<file path="src/rtl/mhp_rx_parser.sv">
// -----------------------------------------------------------------------------
// mhp_rx_parser
// Receive-side decoder for MHP frames read out of the Ethernet RX payload FIFO.
// Pops bytes with a two-phase rreq/rdata handshake and parses the 6-byte
// header (dst, src, d_type, length). It streams the payload and verifies the
// trailing 16-bit additive checksum. Frames whose destination is neither this
// node nor broadcast are dropped. One status strobe is reported per accepted
// frame.
//
// Frame layout (big-endian):
//   dst[15:8] dst[7:0] src[15:8] src[7:0] d_type len  payload[len]  cs_hi cs_lo
//   cs = (sum of all bytes before the checksum) mod 2^16.
//   Bytes after the checksum are padding and are discarded.
//   A frame ends when GAP_CYCLES consecutive idle cycles are seen.
//
// Ports:
//   i_clk, i_rst      clock, synchronous active-high reset
//   i_rdata, i_rready FIFO read data (valid the cycle after o_rreq), FIFO non-empty
//   o_rreq            one-cycle FIFO pop request, never on consecutive cycles
//   o_dst, o_src      captured addresses, held until the next frame's header
//   o_dir, o_type     d_type[7], d_type[6:0]
//   o_len             captured length byte
//   o_pdata, o_pvalid payload byte and 1-cycle strobe (no backpressure)
//   o_plast           with o_pvalid on the final payload byte
//   o_frame_done      1-cycle end-of-frame status strobe
//   o_frame_ok, o_err_cs, o_err_len, o_err_trunc
//                     mutually exclusive status flags, qualified by o_frame_done
//   o_drop            1-cycle pulse when the address filter discards a frame
//   o_busy            high whenever the parser is not idle
// -----------------------------------------------------------------------------
module mhp_rx_parser #(
    parameter logic [15:0] MY_ADDR     = 16'h0000,
    parameter int unsigned MAX_PAYLOAD = 64,
    parameter int unsigned GAP_CYCLES  = 63
) (
    input  logic        i_clk,
    input  logic        i_rst,
    input  logic [7:0]  i_rdata,
    input  logic        i_rready,
    output logic        o_rreq,
    output logic [15:0] o_dst,
    output logic [15:0] o_src,
    output logic        o_dir,
    output logic [6:0]  o_type,
    output logic [7:0]  o_len,
    output logic [7:0]  o_pdata,
    output logic        o_pvalid,
    output logic        o_plast,
    output logic        o_frame_done,
    output logic        o_frame_ok,
    output logic        o_err_cs,
    output logic        o_err_len,
    output logic        o_err_trunc,
    output logic        o_drop,
    output logic        o_busy
);

    localparam logic [7:0]  MAX_LEN_C  = 8'(MAX_PAYLOAD);
    // The gap counter starts at 0 after a capture, so the final idle cycle
    // of the gap is seen while the counter holds GAP_CYCLES-1.
    localparam logic [7:0]  GAP_LAST_C = 8'(GAP_CYCLES - 1);
    localparam logic [15:0] BCAST_C    = 16'hFFFF;

    typedef enum logic [2:0] {
        ST_IDLE    = 3'd0,
        ST_HDR     = 3'd1,
        ST_PAYLOAD = 3'd2,
        ST_CKSUM   = 3'd3,
        ST_DRAIN   = 3'd4
    } state_t;

    // 16-bit wrap-around accumulation of one received byte.
    function automatic logic [15:0] csum_add(input logic [15:0] acc, input logic [7:0] b);
        csum_add = acc + {8'h00, b};
    endfunction

    state_t      state_r;
    logic        rreq_r;       // pop request currently on o_rreq
    logic        cap_r;        // i_rdata holds a popped byte this cycle
    logic [7:0]  gap_cnt_r;
    logic [7:0]  idx_r;        // byte index within the current section
    logic [15:0] sum_r;
    logic [7:0]  dst_hi_r;
    logic [7:0]  src_hi_r;
    logic [7:0]  cs_hi_r;
    logic        pend_len_r;   // length error waiting for the gap to report

    logic [15:0] dst_r;
    logic [15:0] src_r;
    logic        dir_r;
    logic [6:0]  type_r;
    logic [7:0]  len_r;
    logic [7:0]  pdata_r;
    logic        pvalid_r;
    logic        plast_r;
    logic        done_r;
    logic        ok_r;
    logic        err_cs_r;
    logic        err_len_r;
    logic        err_trunc_r;
    logic        drop_r;
    logic        busy_r;

    logic        idle_tick_s;
    logic        gap_hit_s;
    logic        can_req_s;
    logic        dst_ok_s;
    logic        len_bad_s;

    // Classify the current cycle for the fetch engine and the header decision.
    always_comb begin
        idle_tick_s = 1'b0;
        gap_hit_s   = 1'b0;
        can_req_s   = 1'b0;
        dst_ok_s    = 1'b0;
        len_bad_s   = 1'b0;
        // A request may go out on any cycle that is not itself a request cycle.
        if (!rreq_r && i_rready) begin
            can_req_s = 1'b1;
        end else begin
            can_req_s = 1'b0;
        end
        // Only cycles with no request and no capture count toward the gap.
        if ((state_r != ST_IDLE) && !rreq_r && !cap_r && !i_rready) begin
            idle_tick_s = 1'b1;
        end else begin
            idle_tick_s = 1'b0;
        end
        if (idle_tick_s && (gap_cnt_r == GAP_LAST_C)) begin
            gap_hit_s = 1'b1;
        end else begin
            gap_hit_s = 1'b0;
        end
        if ((dst_r == MY_ADDR) || (dst_r == BCAST_C)) begin
            dst_ok_s = 1'b1;
        end else begin
            dst_ok_s = 1'b0;
        end
        if ((i_rdata == 8'd0) || (i_rdata > MAX_LEN_C)) begin
            len_bad_s = 1'b1;
        end else begin
            len_bad_s = 1'b0;
        end
    end

    // Parser FSM, byte fetch engine and all registered outputs.
    always_ff @(posedge i_clk) begin
        if (i_rst) begin
            state_r     <= ST_IDLE;
            rreq_r      <= 1'b0;
            cap_r       <= 1'b0;
            gap_cnt_r   <= 8'd0;
            idx_r       <= 8'd0;
            sum_r       <= 16'd0;
            dst_hi_r    <= 8'd0;
            src_hi_r    <= 8'd0;
            cs_hi_r     <= 8'd0;
            pend_len_r  <= 1'b0;
            dst_r       <= 16'd0;
            src_r       <= 16'd0;
            dir_r       <= 1'b0;
            type_r      <= 7'd0;
            len_r       <= 8'd0;
            pdata_r     <= 8'd0;
            pvalid_r    <= 1'b0;
            plast_r     <= 1'b0;
            done_r      <= 1'b0;
            ok_r        <= 1'b0;
            err_cs_r    <= 1'b0;
            err_len_r   <= 1'b0;
            err_trunc_r <= 1'b0;
            drop_r      <= 1'b0;
            busy_r      <= 1'b0;
        end else begin
            // Strobes are single-cycle unless re-asserted below.
            pvalid_r    <= 1'b0;
            plast_r     <= 1'b0;
            done_r      <= 1'b0;
            ok_r        <= 1'b0;
            err_cs_r    <= 1'b0;
            err_len_r   <= 1'b0;
            err_trunc_r <= 1'b0;
            drop_r      <= 1'b0;
            rreq_r      <= 1'b0;
            cap_r       <= rreq_r;

            if (state_r == ST_IDLE) begin
                sum_r      <= 16'd0;
                idx_r      <= 8'd0;
                gap_cnt_r  <= 8'd0;
                pend_len_r <= 1'b0;
                if (i_rready) begin
                    rreq_r  <= 1'b1;
                    state_r <= ST_HDR;
                    busy_r  <= 1'b1;
                end else begin
                    state_r <= ST_IDLE;
                end
            end else begin
                if (can_req_s) begin
                    rreq_r <= 1'b1;
                end else begin
                    rreq_r <= 1'b0;
                end

                if (cap_r) begin
                    gap_cnt_r <= 8'd0;
                end else if (idle_tick_s) begin
                    gap_cnt_r <= gap_cnt_r + 8'd1;
                end else begin
                    gap_cnt_r <= gap_cnt_r;
                end

                if (gap_hit_s) begin
                    // Gap ends the frame: truncation while still parsing,
                    // deferred length error when draining a bad frame.
                    case (state_r)
                        ST_HDR, ST_PAYLOAD, ST_CKSUM: begin
                            done_r      <= 1'b1;
                            err_trunc_r <= 1'b1;
                        end
                        ST_DRAIN: begin
                            if (pend_len_r) begin
                                done_r    <= 1'b1;
                                err_len_r <= 1'b1;
                            end else begin
                                done_r <= 1'b0;
                            end
                        end
                        default: begin
                            done_r <= 1'b0;
                        end
                    endcase
                    state_r   <= ST_IDLE;
                    busy_r    <= 1'b0;
                    gap_cnt_r <= 8'd0;
                end else if (cap_r) begin
                    case (state_r)
                        ST_HDR: begin
                            sum_r <= csum_add(sum_r, i_rdata);
                            idx_r <= idx_r + 8'd1;
                            case (idx_r)
                                8'd0: dst_hi_r <= i_rdata;
                                8'd1: dst_r    <= {dst_hi_r, i_rdata};
                                8'd2: src_hi_r <= i_rdata;
                                8'd3: src_r    <= {src_hi_r, i_rdata};
                                8'd4: begin
                                    dir_r  <= i_rdata[7];
                                    type_r <= i_rdata[6:0];
                                end
                                8'd5: begin
                                    len_r <= i_rdata;
                                    idx_r <= 8'd0;
                                    if (!dst_ok_s) begin
                                        drop_r  <= 1'b1;
                                        state_r <= ST_DRAIN;
                                    end else if (len_bad_s) begin
                                        pend_len_r <= 1'b1;
                                        state_r    <= ST_DRAIN;
                                    end else begin
                                        state_r <= ST_PAYLOAD;
                                    end
                                end
                                default: begin
                                    state_r <= ST_DRAIN;
                                end
                            endcase
                        end
                        ST_PAYLOAD: begin
                            sum_r    <= csum_add(sum_r, i_rdata);
                            pdata_r  <= i_rdata;
                            pvalid_r <= 1'b1;
                            if (idx_r == (len_r - 8'd1)) begin
                                plast_r <= 1'b1;
                                idx_r   <= 8'd0;
                                state_r <= ST_CKSUM;
                            end else begin
                                idx_r <= idx_r + 8'd1;
                            end
                        end
                        ST_CKSUM: begin
                            // Checksum bytes are compared, never accumulated.
                            if (idx_r == 8'd0) begin
                                cs_hi_r <= i_rdata;
                                idx_r   <= 8'd1;
                            end else begin
                                done_r  <= 1'b1;
                                idx_r   <= 8'd0;
                                state_r <= ST_DRAIN;
                                if ({cs_hi_r, i_rdata} == sum_r) begin
                                    ok_r <= 1'b1;
                                end else begin
                                    err_cs_r <= 1'b1;
                                end
                            end
                        end
                        ST_DRAIN: begin
                            state_r <= ST_DRAIN;
                        end
                        default: begin
                            state_r <= ST_IDLE;
                            busy_r  <= 1'b0;
                        end
                    endcase
                end else begin
                    state_r <= state_r;
                end
            end
        end
    end

    assign o_rreq       = rreq_r;
    assign o_dst        = dst_r;
    assign o_src        = src_r;
    assign o_dir        = dir_r;
    assign o_type       = type_r;
    assign o_len        = len_r;
    assign o_pdata      = pdata_r;
    assign o_pvalid     = pvalid_r;
    assign o_plast      = plast_r;
    assign o_frame_done = done_r;
    assign o_frame_ok   = ok_r;
    assign o_err_cs     = err_cs_r;
    assign o_err_len    = err_len_r;
    assign o_err_trunc  = err_trunc_r;
    assign o_drop       = drop_r;
    assign o_busy       = busy_r;

endmodule

</file>
<file path="config.mk">
export PLATFORM = sky130hd
export DESIGN_NAME = mhp_rx_parser
export DESIGN_NICKNAME = d
export VERILOG_FILES = /design/src/rtl/mhp_rx_parser.sv
export SDC_FILE = /design/constraint.sdc
export NUM_CORES = 1
export LEC_CHECK = 0
export ABC_AREA = 1
export CAP_MARGIN = 15
export CORE_MARGIN = 2
export CORE_UTILIZATION = 55
export DETAILED_ROUTE_END_ITERATION = 10
export PLACE_DENSITY = 0.79
export SETUP_SLACK_MARGIN = 0.3
export SLEW_MARGIN = 20
export SYNTH_ARGS = -nofsm -noshare
export SYNTH_HDL_FRONTEND = slang
export SYNTH_SLANG_ARGS = --single-unit
</file>
<file path="constraint.sdc">
create_clock -name i_clk -period 2.2 [get_ports i_clk]
set_input_delay 0.22 -clock i_clk [delete_from_list [all_inputs] [get_ports i_clk]]
set_output_delay 0.22 -clock i_clk [all_outputs]
set_load 0.005 [all_outputs]
</file>
; ---- Word-level counts from Yosys, hierarchy flattened
; Index checks and enable logic that the tools add are counted.
[word_totals]
output_inout_bits = 66
input_bits = 11
elab_cells = 137
regBits = 127
[classes]
reduce_logical = 42
n_lt_le_gt_ge = 1
n_addsub = 4
n_mux = 39
n_eq_ne = 18
n_bitwise = 8
[op_table]
columns = cell, n
row1 = $reduce_and A5 Y1, 7
row2 = $mux W1, 26
row3 = $pmux W8 S3, 1
row4 = $mux W3, 7
row5 = $add A16 B8 Y16, 1
row6 = $add A8 B1 Y8 const B, 2
row7 = $eq A16 B16 Y1, 1
row8 = $eq A16 B16 Y1 const B, 1
row9 = $eq A8 B2 Y1 const B, 2
row10 = $eq A8 B3 Y1 const B, 2
row11 = $logic_not A16 Y1, 1
row12 = $logic_not A8 Y1, 2
row13 = $mux W8, 2
row14 = $reduce_or A4 Y1, 4
row15 = $ne A4 B4 Y1 const B, 3
row16 = $pmux W3 S4, 1
row17 = $reduce_or A6 Y1, 2
row18 = $reduce_or A5 Y1, 2
row19 = $reduce_and A3 Y1, 3
row20 = $reduce_bool A3 Y1, 3
row21 = $eq A8 B1 Y1 const B, 1
row22 = $eq A8 B6 Y1 const B, 1
row23 = $eq A8 B8 Y1, 1
row24 = $gt A8 B7 Y1 const B, 1
row25 = 17 further kinds, 35

; ---- Longest topological paths before layout
[logic_depth]
ltp_word = 10
mapped_depth = 16
ltp_nobuf = 16

; ---- Worst setup path after synthesis
; OpenSTA, ideal clock, no wires.
[synth_path]
kind = reg2reg
startpoint = register sum_r[0]
endpoint = register sum_r[10]
path_slack_ps = 283
path_stages_with_launch = 13
path_buffers = 0
arrival_time_ps = 1798
setup_ps = 119
synth_period_minus_slack_ps = 1917
path_cell_list = dfxtp_1 ha_1 inv_1 fa_1 nand3b_1 nand2_1 inv_1 o211ai_1 nand2_1 inv_2 nand2_1 o21ai_0 a21oi_1
[synth_via]
elab_chain_len = 1
[synth_rtl]
columns = element, line
row1 = from (decl), 82  ; logic [15:0] sum_r;
row2 = from (signal assigned), 240  ; sum_r <= csum_add(sum_r, i_rdata);
row3 = from (signal assigned), 270  ; sum_r <= csum_add(sum_r, i_rdata);
row4 = $add A16 B8 Y16, 74  ; csum_add = acc + {8'h00, b};
; Every way passes these cells.
; A chain may end at the register's enable or synchronous reset.

; ---- Worst setup path after layout
; Ends and elaborated chain as after synthesis.

==> out/results.tsv <==
stage	metric	value	unit
place	place_inst	1022	
place	preCtsSetupSlack	-178.6	ps
critical_path	path_cells	ha_4 > inv_2 > fa_2 > nand3b_1 > nand2_1 > inv_1 > o211ai_1 > nand2_1 > inv_2 > nand2_2 > o21ai_2 > a21oi_1	
critical_path	cp-start-kind	flop	
critical_path	critical_path.slowest_cell	dfxtp_2	
clock_tree	cts_tree	built	
route	viasPerCell	5.476	
clock_tree	cts_root_buffer	clkbuf_8	
clock_tree	ctsHoldBuffers	0	
final_layout	final_util	72.83	%
critical_path	required	2620	ps
power_and_ir_drop	ir_drop	0.0006582	V
synthesis	syn-num-nets	827	
floorplan	rows	38	
synthesis	ys_ff_latch	127	
synthesis	syn_inst	800	
route	drt_first_iter_violations	395	
final_layout	final-instance-count-excl-fill	1061	
critical_path	end_kind	flop	
final_layout	syn_to_final_growth	30.33	%
global_routing	track_usage	28.18	%
place	portBuffers	76	
synthesis	synth_edf_count	0	
floorplan	dieArea	11720	um^2
floorplan	floorplan.initialDensity	55.88	%
global_routing	antenna_found_initial	0	
synthesis	yosysSeqAreaShare	42.53	%
critical_path	r2r_start	sum_r[0]$_SDFFE_PP0P_	
sta	min_period	1975	ps
synthesis	ys_types	49	
sta	hold_viol	0	
floorplan	io_pins	77	
global_routing	grt_max_degree	77	
sta	relSlewSlack	71.36	%
sta	holdWs	386.1	ps
critical_path	reg2reg_slack	220	ps
synthesis	syn_avg_cell_area	7.473	um^2
synthesis	synth_top_area_cell	dfxtp_1	
route	drt-wirelength-per-cell	15.46	um
route	drt_wl_total	16400	um
worst_hold_path	whs_endpoint	o_rreq$_SDFF_PP0_	
floorplan	die_w	108.3	um
clock_tree	cts_max_level	4	
sta	worst_slack	224.6	ps
global_routing	grt_pass1_wl	25720	um
synthesis	synth_top_cell_area_share	42.53	%
critical_path	critPathMaxFanout	3	
power_and_ir_drop	cellPowerDensity	843.0	nW/um^2
synthesis	syn_area	5978	um^2
place	gp_congestion	0.9830	
sta	rsz0062_at_grt	yes	
final_layout	insertedDiodeCount	0	
route	vias	5810	
global_routing	grt_pass1_vias	5560	
sta	finClkSkew	6.141	ps
status	status	finished clean	
floorplan	coreArea	10700	um^2
critical_path	critPathTopFamily	adder cells	
critical_path	worstReg2RegEnd	sum_r[10]$_SDFFE_PP0P_	
sta	setup_viol	0	
clock_tree	clkLatencyLatePin	540	ps
floorplan	dieHeight	108.3	um
sta	finalCritPeriodShare	89.79	%
synthesis	dominantRegCellSynth	dfxtp_1	
synthesis	yosysWarnings	0	
route	drtAntennaViolNets	0	
sta	worst_pin_slew	429.2	ps
clock_tree	numCtsBuffers	17	
critical_path	critical_path_class	reg -> reg	
worst_hold_path	hold_class	in -> reg	
final_layout	drive_gt1_share	15.85	%
synthesis	synth.area.top_cells	dfxtp_1 43%, nor2_1 7.7%, nand2_1 7.2%, o21ai_0 6.5%, a21oi_1 6.1%	
final_layout	nNetsFinal	935	
place	hpwl	11350	um
clock_tree	cts.sinks	127	
critical_path	path_buf_inv	3	
critical_path	cp_slowest_stage_delay	340	ps
final_layout	finish.instance_area	7791	um^2
route	first_pass_iters	5	
place	placed_area	7034	um^2
worst_hold_path	whs_path_depth	3	
critical_path	reg2regPathDepth	12	
critical_path	crit_arrival	2400	ps
global_routing	grt_overflow	0	
clock_tree	clock_path_buffers	2	
sta	max_freq	506.2	MHz
critical_path	path_depth	12	
worst_hold_path	hold_start	i_rready	
flow_run	maxCapViolations	0	
synthesis	async_flop_share	0	%
power_and_ir_drop	p_leak	0.003284	uW
sta	slew_viol_final	0	
clock_tree	cts.clk_slew.worst_paths	60	ps
route	drcViolationCount	0	
==> cells in the final DEF, fill, tap and decap left out, drive strengths merged <==
cell           count
a211oi             9
a21oi             74
a221oi             1
a22oi              1
a31oi              2
and2               1
buf               37
bufinv             2
clkbuf            20
clkdlybuf4s50     76
clkinv             9
clkinvlp           2
dfxtp            127
fa                 1
ha                15
inv               93
nand2            126
nand3             34
nand3b             4
nand4              9
nor2             132
nor3              12
nor3b              1
nor4               5
o2111ai            1
o211ai             2
o21a               1
o21ai             92
o21bai             4
o22ai              3
or2                2
xnor2              5
xor2              18
==> flip-flops by register name, indices dropped and copies added (netlist names), 3 cells and up <==
name and cells:
o_dst 16, o_pdata 8, src_hi_r 8, state_r 3
o_type 7, o_src 16, idx_r 8, o_len 8
sum_r 16, cs_hi_r 8, gap_cnt_r 8, dst_hi_r 8
==> how the worst max path moves through the flow <==
stage | endpoint | from | slack, ps
finish | sum_r[10]$_SDFFE_PP0P_ | sum_r[0]$_SDFFE_PP0P_ | 220
global route | sum_r[12]$_SDFFE_PP0P_ | sum_r[0]$_SDFFE_PP0P_ | 100
CTS | sum_r[10]$_SDFFE_PP0P_ | sum_r[0]$_SDFFE_PP0P_ | 250
detailed placement | sum_r[10]$_SDFFE_PP0P_ | i_rdata[0] | -180
global placement | sum_r[12]$_SDFFE_PP0P_ | i_rdata[0] | -130
floorplan | sum_r[12]$_SDFFE_PP0P_ | sum_r[0]$_SDFFE_PP0P_ | 340
==> timing repair <==
item,CTS,global route
resized for setup,7,27
pin swaps,5,15
buffers inserted,1,6
setup endpoints to repair,12,48
==> layer usage <==
layer / up-vias / part of all wire [%] / global-route usage, %
met1: 2708 / 42 / 33.84
met3: 46 / 5.8 / 6.148
met4: 0 / 2.7 / 13.92
met5: - / 0 / 0
li1: 2839 / - / -
met2: 217 / 50 / 47.71
==> kinds of logic (layout without fill, tap and decap cells) <==
logic type | Yosys count | after routing | share of synthesized area (%)
simple gates | 326 | 326 | 25.55
flops | 127 | 127 | 42.53
xor+xnor | 23 | 23 | 3.370
buf+inv | 118 | 239 | 7.995
compound gates | 190 | 190 | 17.08
fa+ha+maj | 16 | 16 | 3.474
==> worst reg2reg max path, delay by kind of cell (launching register included) <==
family	cells	cell delay, ps
AO/OA/AOI/OAI	3	450
AND/OR/NAND/NOR	4	440
adder cells (fa/ha/maj)	2	460
buffers and inverters	3	180
flip-flops	1	340
==> cell usage after synthesis, types with 3 or more instances <==
| master | n |
|---|---|
| a211oi_1 | 7 |
| a21oi_1 | 73 |
| buf_2 | 11 |
| clkbuf_1 | 10 |
| clkinv_1 | 4 |
| dfxtp_1 | 127 |
| ha_1 | 15 |
| inv_1 | 72 |
| inv_2 | 17 |
| nand2_1 | 114 |
| nand2_2 | 7 |
| nand2_4 | 5 |
| nand3_1 | 32 |
| nand3b_1 | 4 |
| nand4_1 | 7 |
| nor2_1 | 122 |
| nor2_2 | 7 |
| nor2_4 | 3 |
| nor3_1 | 9 |
| nor4_1 | 3 |
| o21ai_0 | 78 |
| o21ai_1 | 14 |
| o21bai_1 | 4 |
| o22ai_1 | 3 |
| xnor2_1 | 5 |
| xor2_1 | 18 |
==> where the power goes <==
| part | total [uW] | switching, uW | internal, uW |
|---|---|---|---|
| sequential | 2460 | 90.8 | 2370 |
| combinational | 1360 | 887 | 468 |
| clock | 2750 | 1070 | 1680 |
| total | 6570 | 2050 | 4520 |
==> final cells by class <==
| class | instances | area (um^2) |
|---|---|---|
| Clock buffer | 20 | 445.4 |
| Clock inverter | 12 | 133.9 |
| Fill cell | 801 | 2907 |
| Inverter | 94 | 360.3 |
| Multi-Input combinational cell | 555 | 3060 |
| Sequential cell | 127 | 2552 |
| Tap cell | 140 | 175.2 |
| Timing Repair Buffer | 113 | 1064 |
==> per-stage QoR <==
stage | TNS, ps | power [uW]
3_5_place_dp | -753.2 | 3699
4_1_cts | 0 | 6435
6_report | 0 | 6568
2_1_floorplan | 0 | 3371
5_1_grt | 0 | 6804
3_3_place_gp | -466.1 | 3655
Note: power is estimated with default switching activity, not from simulation.
